File: src/rtl/vga_sync_decoder.sv
// Recovers raster position from an incoming hsync/vsync pair, measures line and
// frame periods, and gates the position strobes on a lock state machine.
//   state  | meaning
//   SEARCH | counting consecutive good frames toward lock
//   LOCKED | stream proven stable, strobes and active enabled
module vga_sync_decoder #(
    parameter int H_TOTAL      = 800,
    parameter int H_ACTIVE     = 640,
    parameter int H_SYNC_START = 656,
    parameter int V_TOTAL      = 525,
    parameter int V_ACTIVE     = 480,
    parameter int V_SYNC_START = 490,
    parameter int LOCK_FRAMES  = 2
) (
    input  logic       clk,
    input  logic       nRst,
    input  logic       hsync_in,
    input  logic       vsync_in,
    output logic [9:0] hpos,
    output logic [8:0] vpos,
    output logic       active,
    output logic       line_pulse,
    output logic       frame_pulse,
    output logic       locked,
    output logic [9:0] line_len,
    output logic [9:0] frame_len,
    output logic       timing_error
);

    typedef enum logic {SEARCH, LOCKED} lock_state_t;

    localparam logic [9:0] CNT_MAX = 10'd1023;

    lock_state_t state;
    logic        hs_d, hs_dd, vs_d, vs_dd;
    logic        hs_fall, vs_fall, h_wrap;
    logic [9:0]  hcnt, vcnt, lcnt, fcnt;
    logic [9:0]  line_len_nxt, frame_len_nxt;
    logic        line_armed, frame_armed, to_flag, frame_bad;
    logic        bad_line, bad_frame, timeout, good_frame, any_err;
    logic [2:0]  good_cnt;

    assign hs_fall = hs_dd & ~hs_d;
    assign vs_fall = vs_dd & ~vs_d;
    assign h_wrap  = (hcnt == 10'(H_TOTAL - 1)) & ~hs_fall;

    // An hsync fall coincident with the vsync fall still belongs to the ending frame
    assign line_len_nxt  = (lcnt == CNT_MAX) ? CNT_MAX : lcnt + 10'd1;
    assign frame_len_nxt = (hs_fall && fcnt != CNT_MAX) ? fcnt + 10'd1 : fcnt;

    assign bad_line   = hs_fall & line_armed & (line_len_nxt != 10'(H_TOTAL));
    assign timeout    = line_armed & ~hs_fall & ~to_flag & (lcnt == CNT_MAX);
    assign bad_frame  = vs_fall & frame_armed & (frame_len_nxt != 10'(V_TOTAL));
    assign good_frame = vs_fall & frame_armed & ~bad_frame & ~frame_bad & ~bad_line & ~timeout;
    assign any_err    = bad_line | bad_frame | timeout;

    always_ff @(posedge clk or negedge nRst) begin
        if (!nRst) begin
            hs_d        <= 1'b1;
            hs_dd       <= 1'b1;
            vs_d        <= 1'b1;
            vs_dd       <= 1'b1;
            hcnt        <= '0;
            vcnt        <= '0;
            lcnt        <= '0;
            fcnt        <= '0;
            line_len    <= '0;
            frame_len   <= '0;
            line_armed  <= 1'b0;
            frame_armed <= 1'b0;
            to_flag     <= 1'b0;
            frame_bad   <= 1'b0;
        end else begin
            hs_d  <= hsync_in;
            hs_dd <= hs_d;
            vs_d  <= vsync_in;
            vs_dd <= vs_d;

            if (hs_fall)
                hcnt <= 10'(H_SYNC_START);
            else if (hcnt == 10'(H_TOTAL - 1))
                hcnt <= '0;
            else
                hcnt <= hcnt + 10'd1;

            if (vs_fall)
                vcnt <= 10'(V_SYNC_START);
            else if (h_wrap)
                vcnt <= (vcnt == 10'(V_TOTAL - 1)) ? 10'd0 : vcnt + 10'd1;

            if (hs_fall) begin
                lcnt       <= '0;
                line_len   <= line_len_nxt;
                line_armed <= 1'b1;
                to_flag    <= 1'b0;
            end else begin
                if (lcnt != CNT_MAX)
                    lcnt <= lcnt + 10'd1;
                if (timeout)
                    to_flag <= 1'b1;
            end

            if (vs_fall) begin
                fcnt        <= '0;
                frame_len   <= frame_len_nxt;
                frame_armed <= 1'b1;
                frame_bad   <= 1'b0;
            end else begin
                fcnt <= frame_len_nxt;
                if (bad_line || timeout)
                    frame_bad <= 1'b1;
            end
        end
    end

    always_ff @(posedge clk or negedge nRst) begin
        if (!nRst) begin
            state        <= SEARCH;
            good_cnt     <= '0;
            locked       <= 1'b0;
            timing_error <= 1'b0;
        end else begin
            timing_error <= any_err;
            case (state)
                SEARCH: begin
                    if (any_err) begin
                        good_cnt <= '0;
                    end else if (good_frame) begin
                        if (good_cnt + 3'd1 >= 3'(LOCK_FRAMES)) begin
                            state    <= LOCKED;
                            locked   <= 1'b1;
                            good_cnt <= '0;
                        end else begin
                            good_cnt <= good_cnt + 3'd1;
                        end
                    end
                end
                LOCKED: begin
                    if (any_err) begin
                        state    <= SEARCH;
                        locked   <= 1'b0;
                        good_cnt <= '0;
                    end
                end
                default: begin
                    state    <= SEARCH;
                    locked   <= 1'b0;
                    good_cnt <= '0;
                end
            endcase
        end
    end

    assign hpos        = hcnt;
    assign vpos        = vcnt[8:0];
    assign active      = locked & (hcnt < 10'(H_ACTIVE)) & (vcnt < 10'(V_ACTIVE));
    assign line_pulse  = locked & (hcnt == 10'(H_TOTAL - 1));
    assign frame_pulse = line_pulse & (vcnt == 10'(V_TOTAL - 1));

endmodule

File: config.mk
export PLATFORM = sky130hd
export DESIGN_NAME = vga_sync_decoder
export DESIGN_NICKNAME = d
export VERILOG_FILES = /design/src/rtl/vga_sync_decoder.sv
export SDC_FILE = /design/constraint.sdc
export NUM_CORES = 1
export LEC_CHECK = 0
export CORE_UTILIZATION = 38
export CTS_BUF_LIST = sky130_fd_sc_hd__clkbuf_2 sky130_fd_sc_hd__clkbuf_4 sky130_fd_sc_hd__clkbuf_8
export CTS_CLUSTER_SIZE = 14
export DETAILED_ROUTE_END_ITERATION = 16
export GPL_ROUTABILITY_DRIVEN = 0
export PLACE_DENSITY = 0.7
export SLEW_MARGIN = 10
export SYNTH_ARGS = -nofsm -noshare
export SYNTH_HDL_FRONTEND = slang
export SYNTH_SLANG_ARGS = --single-unit
File: constraint.sdc
create_clock -name clk -period 4.2 [get_ports clk]
set_input_delay 1.26 -clock clk [delete_from_list [all_inputs] [get_ports clk]]
set_output_delay 1.26 -clock clk [all_outputs]
set_load 0.1 [all_outputs]
# Word-level counts from Yosys, hierarchy flattened
# Index checks and enable logic that the tools add are counted.
[op_classes] addsub=5 order_cmp=3 n_eq_ne=12 muxes=29 n_bitwise=29 reduce_logical=8
[op_table] operator="$mux W10" count=10
[op_table] operator="$add A10 B1 Y10 const B" count=4
[op_table] operator="$ne A10 B10 Y1 const B" count=4
[op_table] operator="$eq A10 B10 Y1 const B" count=3
[op_table] operator="$and A1 B1 Y1" count=18
[op_table] operator="$mux W1" count=12
[op_table] operator="$mux W3" count=4
[op_table] operator="$lt A10 B10 Y1 const B" count=1
[op_table] operator="$lt A10 B9 Y1 const B" count=1
[op_table] operator="$not A1 Y1" count=9
[op_table] operator="$reduce_bool A2 Y1" count=4
[op_table] operator="$ne A2 B2 Y1 const B" count=3
[op_table] operator="$pmux W3 S2" count=1
[op_table] operator="$pmux W1 S2" count=2
[op_table] operator="$reduce_and A4 Y1" count=1
[op_table] operator="$add A3 B1 Y3 const B" count=1
[op_table] operator="$ge A3 B2 Y1 const B" count=1
[op_table] operator="$ne A3 B3 Y1 const B" count=1
[op_table] operator="$ne A2 B1 Y1 const B" count=1
[op_table] operator="$or A1 B1 Y1" count=2
[op_table] operator="$reduce_and A2 Y1" count=1
[op_table] operator="$logic_and A1 B1 Y1" count=1
[op_table] operator="$logic_or A1 B1 Y1" count=1
[totals] regBits=74 inputBits=4 out_inout_bits=44 wordCells=104

# Logic depth before layout (Yosys ltp)
[depth] depth_word=14 ltp_mapped=8 depth_no_buf=8

# Least setup slack after synthesis
# Ideal clock, no wire load.
[synth_path] path_kind="register -> output" from="register locked" to="output port active" arrival_ns=4.248 required_time_ns=2.940 slack_ns=-1.308 stages_incl_launch_ff=3 path_cell_list="dfrtp_1 inv_1 nor4b_1"
[synth_via] elab_chain_len=2
[synth_lines] element="from (decl)" line="24" text="output logic locked,"
[synth_lines] element="from (signal assigned)" line="120" text="locked <= 1'b0;"
[synth_lines] element="from (signal assigned)" line="131" text="locked <= 1'b1;"
[synth_lines] element="from (signal assigned)" line="141" text="locked <= 1'b0;"
[synth_lines] element="$and A1 B1 Y1 (2 in a row)" line="156" text="assign active = locked & (hcnt < 10'(H_ACTIVE)) & (vcnt < 10'(V_ACTIVE));"
[synth_lines] element="to (decl)" line="21" text="output logic active,"
# No other way between the ends.

# Worst setup path in the final report
[layout_path] from="register vcnt[0]" to="output port frame_pulse"
[layout_via] elab_chain_len=2
[layout_lines] element="from (decl)" line="37" text="logic [9:0] hcnt, vcnt, lcnt, fcnt;"
[layout_lines] element="from (signal assigned)" line="87" text="vcnt <= 10'(V_SYNC_START);"
[layout_lines] element="from (signal assigned)" line="89" text="vcnt <= (vcnt == 10'(V_TOTAL - 1)) ? 10'd0 : vcnt + 10'd1;"
[layout_lines] element="$eq A10 B10 Y1" line="158" text="assign frame_pulse = line_pulse & (vcnt == 10'(V_TOTAL - 1));"
[layout_lines] element="$and A1 B1 Y1" line="158"
[layout_lines] element="to (decl)" line="23" text="output logic frame_pulse,"
# No other way between the ends.

==> results_dict.tcl <==
set metrics [dict create \
    cts_root_buffer "clkbuf_8" \
    comb_power_share_pct 26.2 \
    syn_inst 393 \
    netlist_area_sq_um 3730 \
    synth_seq_area_share_pct 49.8 \
    setup_viol 0 \
    reg2reg_depth 8 \
    die_w_microns 101 \
    min_period_over_period_pct 83.0 \
    slowest_stage "nor4_2" \
    drive_gt1_share_pct 9.68 \
    grt_pass1_wl_microns 13400 \
    worstPathArrival_ps 2220 \
    hold_start "vs_d" \
    stdcell_count 563 \
    power.density_nw_per_um2 436 \
    r2r_end "state" \
    ios 48 \
    required_ps 2940 \
    synth_top_flop_cell "dfrtp_1" \
    worstHoldPathType "reg -> reg" \
    worstPathCellList "inv_1 -> ha_1 -> nand4_1 -> nor4_2 -> and2_2 -> buf_4" \
    worstMarginPinSlew_ps 1000 \
    ir_drop_v 0.000239 \
    switching_share_pct 36.9 \
    die_h_microns 101 \
    dr.pass1.iters 4 \
    fp-row-count 35 \
    grt_overflow_total 0 \
    drc_errors 0 \
    clk_latency_ps 350 \
    viasPerCell 5.17 \
    rsz0062_at_grt "no" \
    nets 440 \
    netlist.area_leader.share_pct 47.0 \
    diodes 0 \
    post_cts_resized 0 \
    ys.warnings.count 0 \
    power_w 0.00195 \
    power.internal_w 0.00123 \
    first_iter_violations 123 \
    async_flop_share_pct 100 \
    critPathMaxFanout 10 \
    antenna_found_initial 0 \
    cts.path.max_buffers 2 \
    postCtsSetupBuffers 0 \
    p_switching_w 0.000720 \
    max_cap_viol_count 0 \
    critPathTopFamily "simple AND/OR/NAND/NOR gates" \
    grt_max_degree 40 \
    yosysTopAreaCell "dfrtp_1" \
    wl_microns 7690 \
    avgSynthCellArea_sq_um 9.48 \
    seq_power_share_pct 42.9 \
    numCtsBuffers 9 \
    cp.buffers_inverters 2 \
    rrSetupSlack_ps 1750 \
    period_needed_ps 3480 \
    syn2layout_area_growth_pct 20.1 \
    place_inst 547 \
    drt-wirelength-per-cell_microns 13.7 \
    r2r-start "fcnt[0]" \
    finalHoldViolCount 0 \
    vias 2913 \
    start_util_pct 39.8 \
    critical-path-max-stage-delay_ps 560 \
    grt_pass1_vias 2805 \
    port_buffers 47 \
    synth_area_leaders "dfrtp_1, nor2_1, nand2_1" \
    track_usage_pct 16.6 \
    cts_sinks 74 \
    cp-start-kind "flop" \
    slew_headroom_pct 33.2 \
    dieArea_sq_um 10200 \
    whs_endpoint "vs_dd" \
    ant_nets 0 \
    status "finished clean" \
    skew_ps 12.6 \
    htreeDepth 3 \
    ys_types 56 \
    synth_nets 404 \
    synth_common_cells "dfrtp_1, nor2_1, nand2_1" \
    end_kind "output port" \
    coreArea_sq_um 9370 \
    dp_hpwl_microns 5350 \
    clk_pin_slew_ps 80 \
    setup.worst_path.class "reg -> out" \
    hold_depth 0 \
    max_freq_mhz 287 \
    p_clk_share_pct 30.9 \
    hold_buffers 0 \
    finalMaxSlewViolations 0 \
    p_leak_nw 1.85 \
    ys_seq_elements 74 \
    synth-edff-count 0 \
    synth_most_common_cell "dfrtp_1" \
    cts_tree "done" \
]
==> worst max path at each step <==
stage	start	endpoint	slack [ps]	cells after the start
global placement	vcnt[0]	frame_pulse	1120	6
global route	vcnt[0]	frame_pulse	570	6
CTS	vcnt[0]	frame_pulse	690	6
floorplan	locked	active	-4	2
detailed placement	vcnt[0]	frame_pulse	1090	6
finish	vcnt[0]	frame_pulse	720	6
==> per-layer routing <==
layer  part of all wire, %  global-route usage, %
met5                     0                      0
met4                  0.82                   6.91
met3                   4.0                   3.47
met2                    48                   26.9
met1                    47                   21.7
==> cells by family (layout without fill, tap and decap cells) <==
logic type / Yosys count / count (layout) / share of synthesized area [%]
compound gates: 72 / 72 / 12.0
xor+xnor: 22 / 22 / 5.17
fa+ha+maj: 7 / 7 / 2.35
buf+inv: 39 / 80 / 5.17
flops: 74 / 74 / 49.8
mux: 5 / 5 / 1.34
simple gates: 174 / 174 / 24.1
==> power by group through the flow <==
stage          clock network [W]  logic (W)  registers [W]
3_3_place_gp                   0   0.000513       0.000845
6_report                0.000603   0.000512       0.000836
3_5_place_dp                   0   0.000515       0.000850
5_1_grt                 0.000646   0.000546       0.000846
2_1_floorplan                  0   0.000133        0.00110
4_1_cts                 0.000621   0.000517       0.000836
==> state kept, by name, summed over array words and instances (netlist names), 3 cells and up <==
name / count
vcnt: 10
fcnt: 10
line_len: 10
lcnt: 10
frame_len: 10
hpos: 10
good_cnt: 3
==> area by class of cell <==
| class | instances | area [sq um] |
|---|---|---|
| Clock inverter | 7 | 92.6 |
| Inverter | 13 | 48.8 |
| Clock buffer | 9 | 124 |
| Fill cell | 904 | 4890 |
| Tap cell | 129 | 161 |
| Sequential cell | 74 | 1860 |
| Multi-Input combinational cell | 280 | 1690 |
| Timing Repair Buffer | 51 | 500 |
==> through the flow <==
| stage | utilization [%] | setup slack (ps) | TNS, ps | cell area (sq um) | hold WS, ps |
|---|---|---|---|---|---|
| floorplan | - | -4.09 | -4.09 | 3740 | 358 |
| global placement | 45.5 | 1120 | 0 | 4260 | 361 |
| detailed placement | 45.5 | 1090 | 0 | 4260 | 363 |
| CTS | 47.8 | 688 | 0 | 4480 | 377 |
| global route | 47.8 | 565 | 0 | 4480 | 384 |
| finish | 47.8 | 716 | 0 | 4480 | 375 |
==> worst register-to-register path, delay by kind of cell (launching register included) <==
family	cells	cell delay, ps
compound gates	4	1070
fa+ha+maj	1	320
flops	1	460
simple gates	3	540
==> layout by cell type, fill, tap and decap left out, drive strengths merged, types with 2 or more instances in the layout <==
master,count
dfrtp,70
nor2,50
nand2,47
clkdlybuf4s50,43
o21ai,36
nand3,15
xor2,13
inv,13
nand4,12
a21oi,11
xnor2,9
clkbuf,9
nor3,8
buf,8
nand2b,7
ha,7
and4,7
and2,6
mux2i,5
a31oi,5
clkinv,5
nor2b,4
and3,4
dfstp,4
a21o,3
nand3b,3
nor4b,3
a41oi,2
or3,2
nand4b,2
o311ai,2
bufinv,2
o22ai,2
a2111oi,2
No activity file was read; power rests on OpenSTA's default activity.
==> variant: new RTL, same flow settings <==
Make the reset (`nRst`) synchronous in 2 clocked blocks.
--- a/src/rtl/vga_sync_decoder.sv
+++ b/src/rtl/vga_sync_decoder.sv
@@ -54,7 +54,7 @@
     assign good_frame = vs_fall & frame_armed & ~bad_frame & ~frame_bad & ~bad_line & ~timeout;
     assign any_err    = bad_line | bad_frame | timeout;
 
-    always_ff @(posedge clk or negedge nRst) begin
+    always_ff @(posedge clk) begin
         if (!nRst) begin
             hs_d        <= 1'b1;
             hs_dd       <= 1'b1;
@@ -113,7 +113,7 @@
         end
     end
 
-    always_ff @(posedge clk or negedge nRst) begin
+    always_ff @(posedge clk) begin
         if (!nRst) begin
             state        <= SEARCH;
             good_cnt     <= '0;
Behaviour: differs if nRst is asserted again (counterexample within 4 cycles, from zero or initial values and one cycle with nRst low); with nRst held inactive, the same outputs for 10 cycles.
==> variant against the original RTL <==
The run now ends with design-rule violations left. Cell count increased by 0.89%. Wire length decreased by 1.0%. Global-route usage grew 0.33 points. Cell area fell by 5.5%. Worst setup slack better by 0.052 ns. Area after synthesis shrank 5.6%. Count of clock-buffer cells in the layout is 3 higher. Sequential cell count unchanged. Via count up 5.3%. Non-clock buffer count did not move.
Power is not compared: it rests on default switching activity, and its combinational part moved more than twofold at a synthesized area within 25%.
==> variant: results (changes against the original RTL) <==
[route]
dr_wl_met2_um = 3470  ; was 3700 um
first_iter_violations = 207  ; was 123
dr.pass1.iters = 12  ; was 4
avgViaCountPerCell = 5.40  ; was 5.17
drc = 1  ; was 0
drt-total-wl_um = 7610  ; was 7690 um
wl_met3_um = 350  ; was 309 um
wl_met1_um = 3650  ; was 3620 um

[global_routing]
grt_pass1_wl_um = 13200  ; was 13,400 um
grt_pass1_vias = 2768  ; was 2,805
grt_max_degree = 22  ; was 40
grt_use_met1_pct = 22.9  ; was 21.7%
grtUsageMet3_pct = 3.01  ; was 3.47%
grt_use_total_pct = 17.0  ; was 16.6%
grt_util_met2_pct = 26.0  ; was 26.9%

[hold_path]
whs_path_depth = 2  ; was 0
worstHoldStart = good_cnt[2]  ; was vs_d
holdPathEnd = good_cnt[2]  ; was vs_dd

[final_layout]
n_fill_cell = 850  ; was 904
nets = 466  ; was 440
fin_cells = 568  ; was 563
drive_gt1_share_pct = 8.70  ; was 9.68%

[status]
status = complete, but fails checks  ; was finished clean
violations = design-rule violations

[sta]
finalClockSkew_ns = 0.0102  ; was 0.0126 ns
timing.hold.ws_ns = 0.444  ; was 0.375 ns

[setup_path]
r2r_start = fcnt[0]  ; unchanged
r2r_end = locked  ; was state
cp.arrival_ns = 2.17  ; was 2.22 ns
crit_fanout = 5  ; was 10
r2r_slack_ns = 1.59  ; was 1.75 ns

[synthesis]
avgSynthCellArea_um2 = 8.39  ; was 9.48 um^2
postSynth.asyncResetShare_pct = 0  ; was 100%
syn_nets = 430  ; was 404
synthTopCellsByCount = dfxtp_1, nor2_1, nand2_1, o21ai_0, a21oi_1  ; was dfrtp_1, nor2_1, nand2_1, o21ai_0, nand3_1
yosysSeqAreaShare_pct = 42.1  ; was 49.8%

[placed_design]
dpl.hpwl_um = 5410  ; was 5350 um
placed_cells = 552  ; was 547
place_area_um2 = 4000  ; was 4260 um^2

## variant: worst max-delay path by stage
stage,start,end,slack (ns)
3_5_place_dp,nRst,frame_len[3],0.94
6_report,hpos[0],frame_pulse,0.77
2_1_floorplan,hpos[0],frame_pulse,0.18
3_3_place_gp,nRst,fcnt[9],1.07
4_1_cts,hpos[0],frame_pulse,0.76
5_1_grt,hpos[0],frame_pulse,0.53
## variant: critical path, cell delays in order, from the launching register on
cell and delay [ns]:
dfxtp_1 0.38, ha_1 0.23, nand2_1 0.07, nor2_1 0.26
nand4_1 0.13, nor2_1 0.28, and3_1 0.21, buf_4 0.28
## variant: stage by stage
step           worst slack (ns)  utilization (%)  power, mW
6_report                  0.768             47.8       1.56
5_1_grt                   0.534             47.8       1.62
4_1_cts                   0.756             47.8       1.58
3_5_place_dp              0.939             45.2      0.947
3_3_place_gp               1.07             45.2      0.945
2_1_floorplan             0.181                -      0.908
## variant: power groups by stage
stage	clock, mW	sequential (mW)	combinational (mW)
after floorplan	0	0.813	0.0946
after global placement	0	0.757	0.188
after detailed placement	0	0.758	0.189
after CTS	0.646	0.742	0.190
after global routing	0.676	0.745	0.200
final	0.632	0.742	0.189
## variant: cell families after synthesis
| family | Yosys count | synth area share (%) |
|---|---|---|
| AOI/OAI and AO/OA | 82 | 14.3 |
| xor gates and xnor gates | 18 | 4.48 |
| and+or+nand+nor | 191 | 28.6 |
| muxes | 8 | 2.31 |
| DFF | 74 | 42.1 |
| adders and majority gates | 7 | 2.49 |
| buffers and inverters | 39 | 5.62 |
## variant: final cells by class
class / count / share of cell area, %
clock buffers: 12 / 3.76
clock inverters: 4 / 1.75
inverters: 13 / 1.15
multi-input cells: 306 / 43.5
flip-flops and latches: 74 / 35.0
well taps: 108 / 3.20
repair buffers: 51 / 11.7
